===== src/rtl/forw_unit_sb.sv =====
// forw_unit_sb: operand forwarding unit with a destination-tag scoreboard.
//   Shadows the EX..WB stages with a pipeline of {valid, wr_en, dest, is_load}
//   tags. For each ID-stage source it selects the youngest matching in-flight
//   result, or the register bank when nothing matches. It also raises a one-cycle
//   stall on load-use hazards and keeps a saturating count of stall cycles.
// Ports:
//   clk, reset                 rising-edge clock, asynchronous active-high reset
//   i_hold                     freeze tag pipeline and stall counter
//   i_flush                    squash the ID instruction (bubble into stage 0)
//   i_wr_en/i_is_load/i_dest   tag of the ID instruction
//   i_src_addr, i_regbnk       per-source register address / bank read data
//   i_stg_data                 result bus of each tracked stage
//   o_sel, o_operand           per-source select (0=bank, k+1=stage k) and operand
//   o_stall, o_stall_cnt       load-use stall and saturating stall-cycle count
module forw_unit_sb #(
  parameter int unsigned NBITS   = 32,
  parameter int unsigned RBITS   = 5,
  parameter int unsigned NSTG    = 3,
  parameter int unsigned NSRC    = 2,
  parameter int unsigned SELBITS = 2,
  parameter int unsigned CNTBITS = 16
) (
  input  logic                    clk,
  input  logic                    reset,
  input  logic                    i_hold,
  input  logic                    i_flush,
  input  logic                    i_wr_en,
  input  logic                    i_is_load,
  input  logic [RBITS-1:0]        i_dest,
  input  logic [NSRC*RBITS-1:0]   i_src_addr,
  input  logic [NSRC*NBITS-1:0]   i_regbnk,
  input  logic [NSTG*NBITS-1:0]   i_stg_data,
  output logic [NSRC*SELBITS-1:0] o_sel,
  output logic [NSRC*NBITS-1:0]   o_operand,
  output logic                    o_stall,
  output logic [CNTBITS-1:0]      o_stall_cnt
);

  logic [NSTG-1:0]  tag_valid;
  logic [NSTG-1:0]  tag_wr;
  logic [NSTG-1:0]  tag_load;
  logic [RBITS-1:0] tag_dest [NSTG];

  always_ff @(posedge clk or posedge reset) begin
    if (reset) begin
      tag_valid   <= '0;
      tag_wr      <= '0;
      tag_load    <= '0;
      for (int unsigned k = 0; k < NSTG; k++) tag_dest[k] <= '0;
      o_stall_cnt <= '0;
    end else if (!i_hold) begin
      for (int unsigned k = 1; k < NSTG; k++) begin
        tag_valid[k] <= tag_valid[k-1];
        tag_wr[k]    <= tag_wr[k-1];
        tag_load[k]  <= tag_load[k-1];
        tag_dest[k]  <= tag_dest[k-1];
      end
      // A stalled ID instruction is replayed next cycle, so it enters as a bubble.
      if (i_flush || o_stall) begin
        tag_valid[0] <= 1'b0;
        tag_wr[0]    <= 1'b0;
        tag_load[0]  <= 1'b0;
        tag_dest[0]  <= '0;
      end else begin
        tag_valid[0] <= 1'b1;
        tag_wr[0]    <= i_wr_en;
        tag_load[0]  <= i_is_load;
        tag_dest[0]  <= i_dest;
      end
      if (o_stall && (o_stall_cnt != '1))
        o_stall_cnt <= o_stall_cnt + CNTBITS'(1);
    end
  end

  always_comb begin
    logic [RBITS-1:0]   src;
    logic [SELBITS-1:0] sel;
    logic               found;
    o_sel     = '0;
    o_operand = '0;
    o_stall   = 1'b0;
    for (int unsigned s = 0; s < NSRC; s++) begin
      src   = i_src_addr[s*RBITS +: RBITS];
      sel   = '0;
      found = 1'b0;
      o_operand[s*NBITS +: NBITS] = i_regbnk[s*NBITS +: NBITS];
      // Scan from stage 0 upward: the first hit is the youngest producer.
      for (int unsigned k = 0; k < NSTG; k++) begin
        if (!found && tag_valid[k] && tag_wr[k] && (tag_dest[k] == src) && (src != '0)) begin
          found = 1'b1;
          sel   = SELBITS'(k + 1);
          o_operand[s*NBITS +: NBITS] = i_stg_data[k*NBITS +: NBITS];
          if (k == 0 && tag_load[0]) o_stall = 1'b1;
        end
      end
      o_sel[s*SELBITS +: SELBITS] = sel;
    end
  end

endmodule

===== config.mk =====
export PLATFORM = sky130hd
export DESIGN_NAME = forw_unit_sb
export DESIGN_NICKNAME = d
export VERILOG_FILES = /design/src/rtl/forw_unit_sb.sv
export SDC_FILE = /design/constraint.sdc
export NUM_CORES = 1
export LEC_CHECK = 0
export BUFFER_PORTS_ARGS = -buffer_cell sky130_fd_sc_hd__buf_2
export CELL_PAD_IN_SITES_DETAIL_PLACEMENT = 0
export CELL_PAD_IN_SITES_GLOBAL_PLACEMENT = 2
export CORE_MARGIN = 8
export CORE_UTILIZATION = 18
export CTS_BUF_LIST = sky130_fd_sc_hd__clkbuf_16
export DETAILED_ROUTE_END_ITERATION = 6
export PLACE_DENSITY = 0.82
export SLEW_MARGIN = 20
export SYNTH_ARGS = -nofsm -noshare
export SYNTH_HDL_FRONTEND = slang
export SYNTH_SLANG_ARGS = --single-unit
export TNS_END_PERCENT = 30

===== constraint.sdc =====
create_clock -name clk -period 2.2 [get_ports clk]
set_input_delay 0.33 -clock clk [delete_from_list [all_inputs] [get_ports clk]]
set_output_delay 0.33 -clock clk [all_outputs]
set_load 0.02 [all_outputs]

==> metrics.txt <==
maximum vdd drop=0.000391 V; Max stage delay on crit path=approximately 0.4 ns; Final Routed Wirelength=21800 um; Mapped Nets=718; Via density=approximately 4.7; CTS tree=yes; share of the synthesized area in the top cell type=0.249; Max-Cap Viols=0; row cnt=53; Worst Max-Slew Pin Slew=0.542 ns; largest net degree at the start of global routing=39; worst endpoint required time=1.87 ns; number of port buffers=265; ys flop type=dfrtp_1; synthesis-to-finish area growth=102%; global-route wire length before repair=32400 um; combinational share of power=0.424; RSZ-0062 raised after global routing=true; post-synthesis cell type with the largest combined area=dfrtp_1; remaining antenna violation count=0; DR pass1 iterations=4; Crit Path Category=reg2out; Synth area leaders=dfrtp_1 25%, nor2_1 16%, o221ai_1 9.6%; Rel. slew slack=0.637; WL per Instance=19.0 um; violated checks=negative setup slack; YS warnings=0; internal power=~0.0017 W; Fin Hold WS=0.154 ns; Sw Ratio=0.333; die width=about 160 um; Max stage delay cell, worst path=dfrtp_1; DR vias=5421; number of distinct library cells after synthesis=50; clk slew on worst S/H paths=0.06 ns; Root Driver=clkbuf_16; Seq cells post-synth=38; die height=162 um; starting DRC count in detailed routing=318; vias in the first global route=5654; Post-route DRC=0; most frequent cells in the layout=198 x buf_2, 94 x buf_4, 89 x nor2_1; cts bufs inserted=5; fraction of layout cells with a size suffix above 1=0.629; Post-Place Cells=1120; CP arrival=2.50 ns; Seq pwr share=0.312; htree depth=2; core area=20900 um2; Remaining Overflow, GRT=0; crit path buf inv count=3; gpl congestion=0.815; total power per unit cell area=331 nW/um2; asr flop ratio synth=1.00; HP Class=in2async; area occupied by registers=951 um2; Final Non-Filler Cells=1151; Fmax=354 MHz; total clock sinks=38; Final min period=2.83 ns; cell family with most CP delay=simple AND/OR/NAND/NOR gates; Critical Path Source Type=flop; Post-synth EDFFs=0; GRT Total Usage=0.157; Ports=266; hpwl dp=16500 um; nets=1056; initial antenna violation count=4; die footprint=about 26000 um2; Clk pwr share=0.264; type of element capturing the critical path=primary output; Final Setup Violations=73; cell count after synthesis=536; syn avg cell area=7.12 um2; Initial Util=0.183; fin. max-slew vios=0; Cell Area, Synth=between 3000 and 4000 um2; Clk Latency, worst-skew pair=0.28 ns; leakage=3.49 nW; Worst Path Max Fanout=16; setup ws final=-0.628 ns; most common cell after layout, fill and taps aside=buf_2; switching power=0.000851 W; period utilization=1.29; Max Root-Sink Buffers=2; Max Clock Skew=0.00810 ns; crit-path cells=buf_6, xor2_2, nor4_2, and3_1, a211o_1, buf_8, nor2_2, nor3_2, buf_4; status=finished, violations left; Final Hold Fails=0; post-synthesis sequential area ratio=0.249; Multi-input gate area=around 3400 um2; fillers=approximately 2200
==> synthesized netlist by cell type (5+ instances only) <==
master and n:
nor2_1 159, nand3_1 69, o221ai_1 42, dfrtp_1 38, xnor2_1 30, clkbuf_1 24, nor3_1 24, o21ai_0 20
mux2_2 15, xor2_1 15, buf_2 14, nand4_1 10, nand2_1 9, a22o_1 7, inv_1 6, and2_1 5
==> sequential cells by signal (all words and copies together), names as in the netlist <==
register,cells
o_stall_cnt,16
tag_dest,15
tag_valid,3
tag_wr,3
tag_load,1
==> final timing paths <==
kind                       slack, ns                  startpoint  cells past startpoint                     endpoint
max                            -0.63    tag_dest[13]$_DFFE_PP0N_                      9                o_operand[21]
min                             0.15                       reset                      3  o_stall_cnt[13]$_DFFE_PP0P_
max reg2reg                    -0.02    tag_dest[10]$_DFFE_PP0N_                      9     tag_dest[11]$_DFFE_PP0N_
min reg2reg                     0.49  o_stall_cnt[7]$_DFFE_PP0P_                      1   o_stall_cnt[7]$_DFFE_PP0P_
max in group asynchronous       1.71                       reset                      3     tag_dest[14]$_DFFE_PP0N_
min in group clk                0.27                   i_dest[4]                      2     tag_dest[14]$_DFFE_PP0N_
==> final cells by class <==
class                      count  area share
sequential                    38       0.123
antenna                        1    0.000324
multi-input combinational    451       0.446
tap                          275      0.0446
inverter                       6     0.00292
clock buffer                   5      0.0162
timing repair buffer         372       0.366
clock inverter                 3     0.00162
==> layer usage <==
layer	up-vias	wire length [um]	track usage
met5	-	29	0
met4	6	320	0.0362
met3	23	1470	0.0364
met2	191	11000	0.281
met1	2577	9000	0.187
li1	2624	-	-
==> stage by stage <==
stage	setup WS (ns)	power [W]	util	TNS, ns	instance area [um2]
final	-0.628	0.00256	0.370	-34.28	7720
after global routing	-0.750	0.00270	0.370	-45.28	7720
after CTS	-0.575	0.00253	0.350	-32.94	7310
after detailed placement	-0.559	0.00171	0.299	-34.69	6260
after global placement	-0.545	0.00170	0.299	-33.63	6260
after floorplan	-0.110	0.00124	-	-5.66	4070
==> repair_timing <==
item / in CTS / in global routing
resized for setup: 184 / 65
gates cloned: 5 / 2
hold buffers: 0 / 0
endpoints found under the setup margin: 89 / 93
pin swaps: 41 / 33
setup buffers: 11 / 6
==> power by group through the flow <==
stage	Combinational, W	Clock, W	Sequential (W)
2_1_floorplan	0.000443	0	0.000800
5_1_grt	0.00117	0.000731	0.000802
4_1_cts	0.00103	0.000697	0.000796
6_report	0.00108	0.000675	0.000796
3_5_place_dp	0.000897	0	0.000809
3_3_place_gp	0.000890	0	0.000807
==> cell families (layout without fill, tap and decap cells) <==
group           count (synthesis)  after routing  share of synthesized area
fa+ha+maj                       1              1                    0.00328
mux                            16             16                     0.0469
flops                          38             38                      0.249
buf+inv                        47            386                     0.0541
simple gates                  298            298                      0.356
xor+xnor                       45             45                      0.103
other cells                     0              1                          0
compound gates                 91             91                      0.187
==> worst min-delay path, stage by stage <==
cell,delay (ns)
buf_2,0.09
inv_1,0.04
buf_4,0.41
Power figures use the tool's default switching activity.
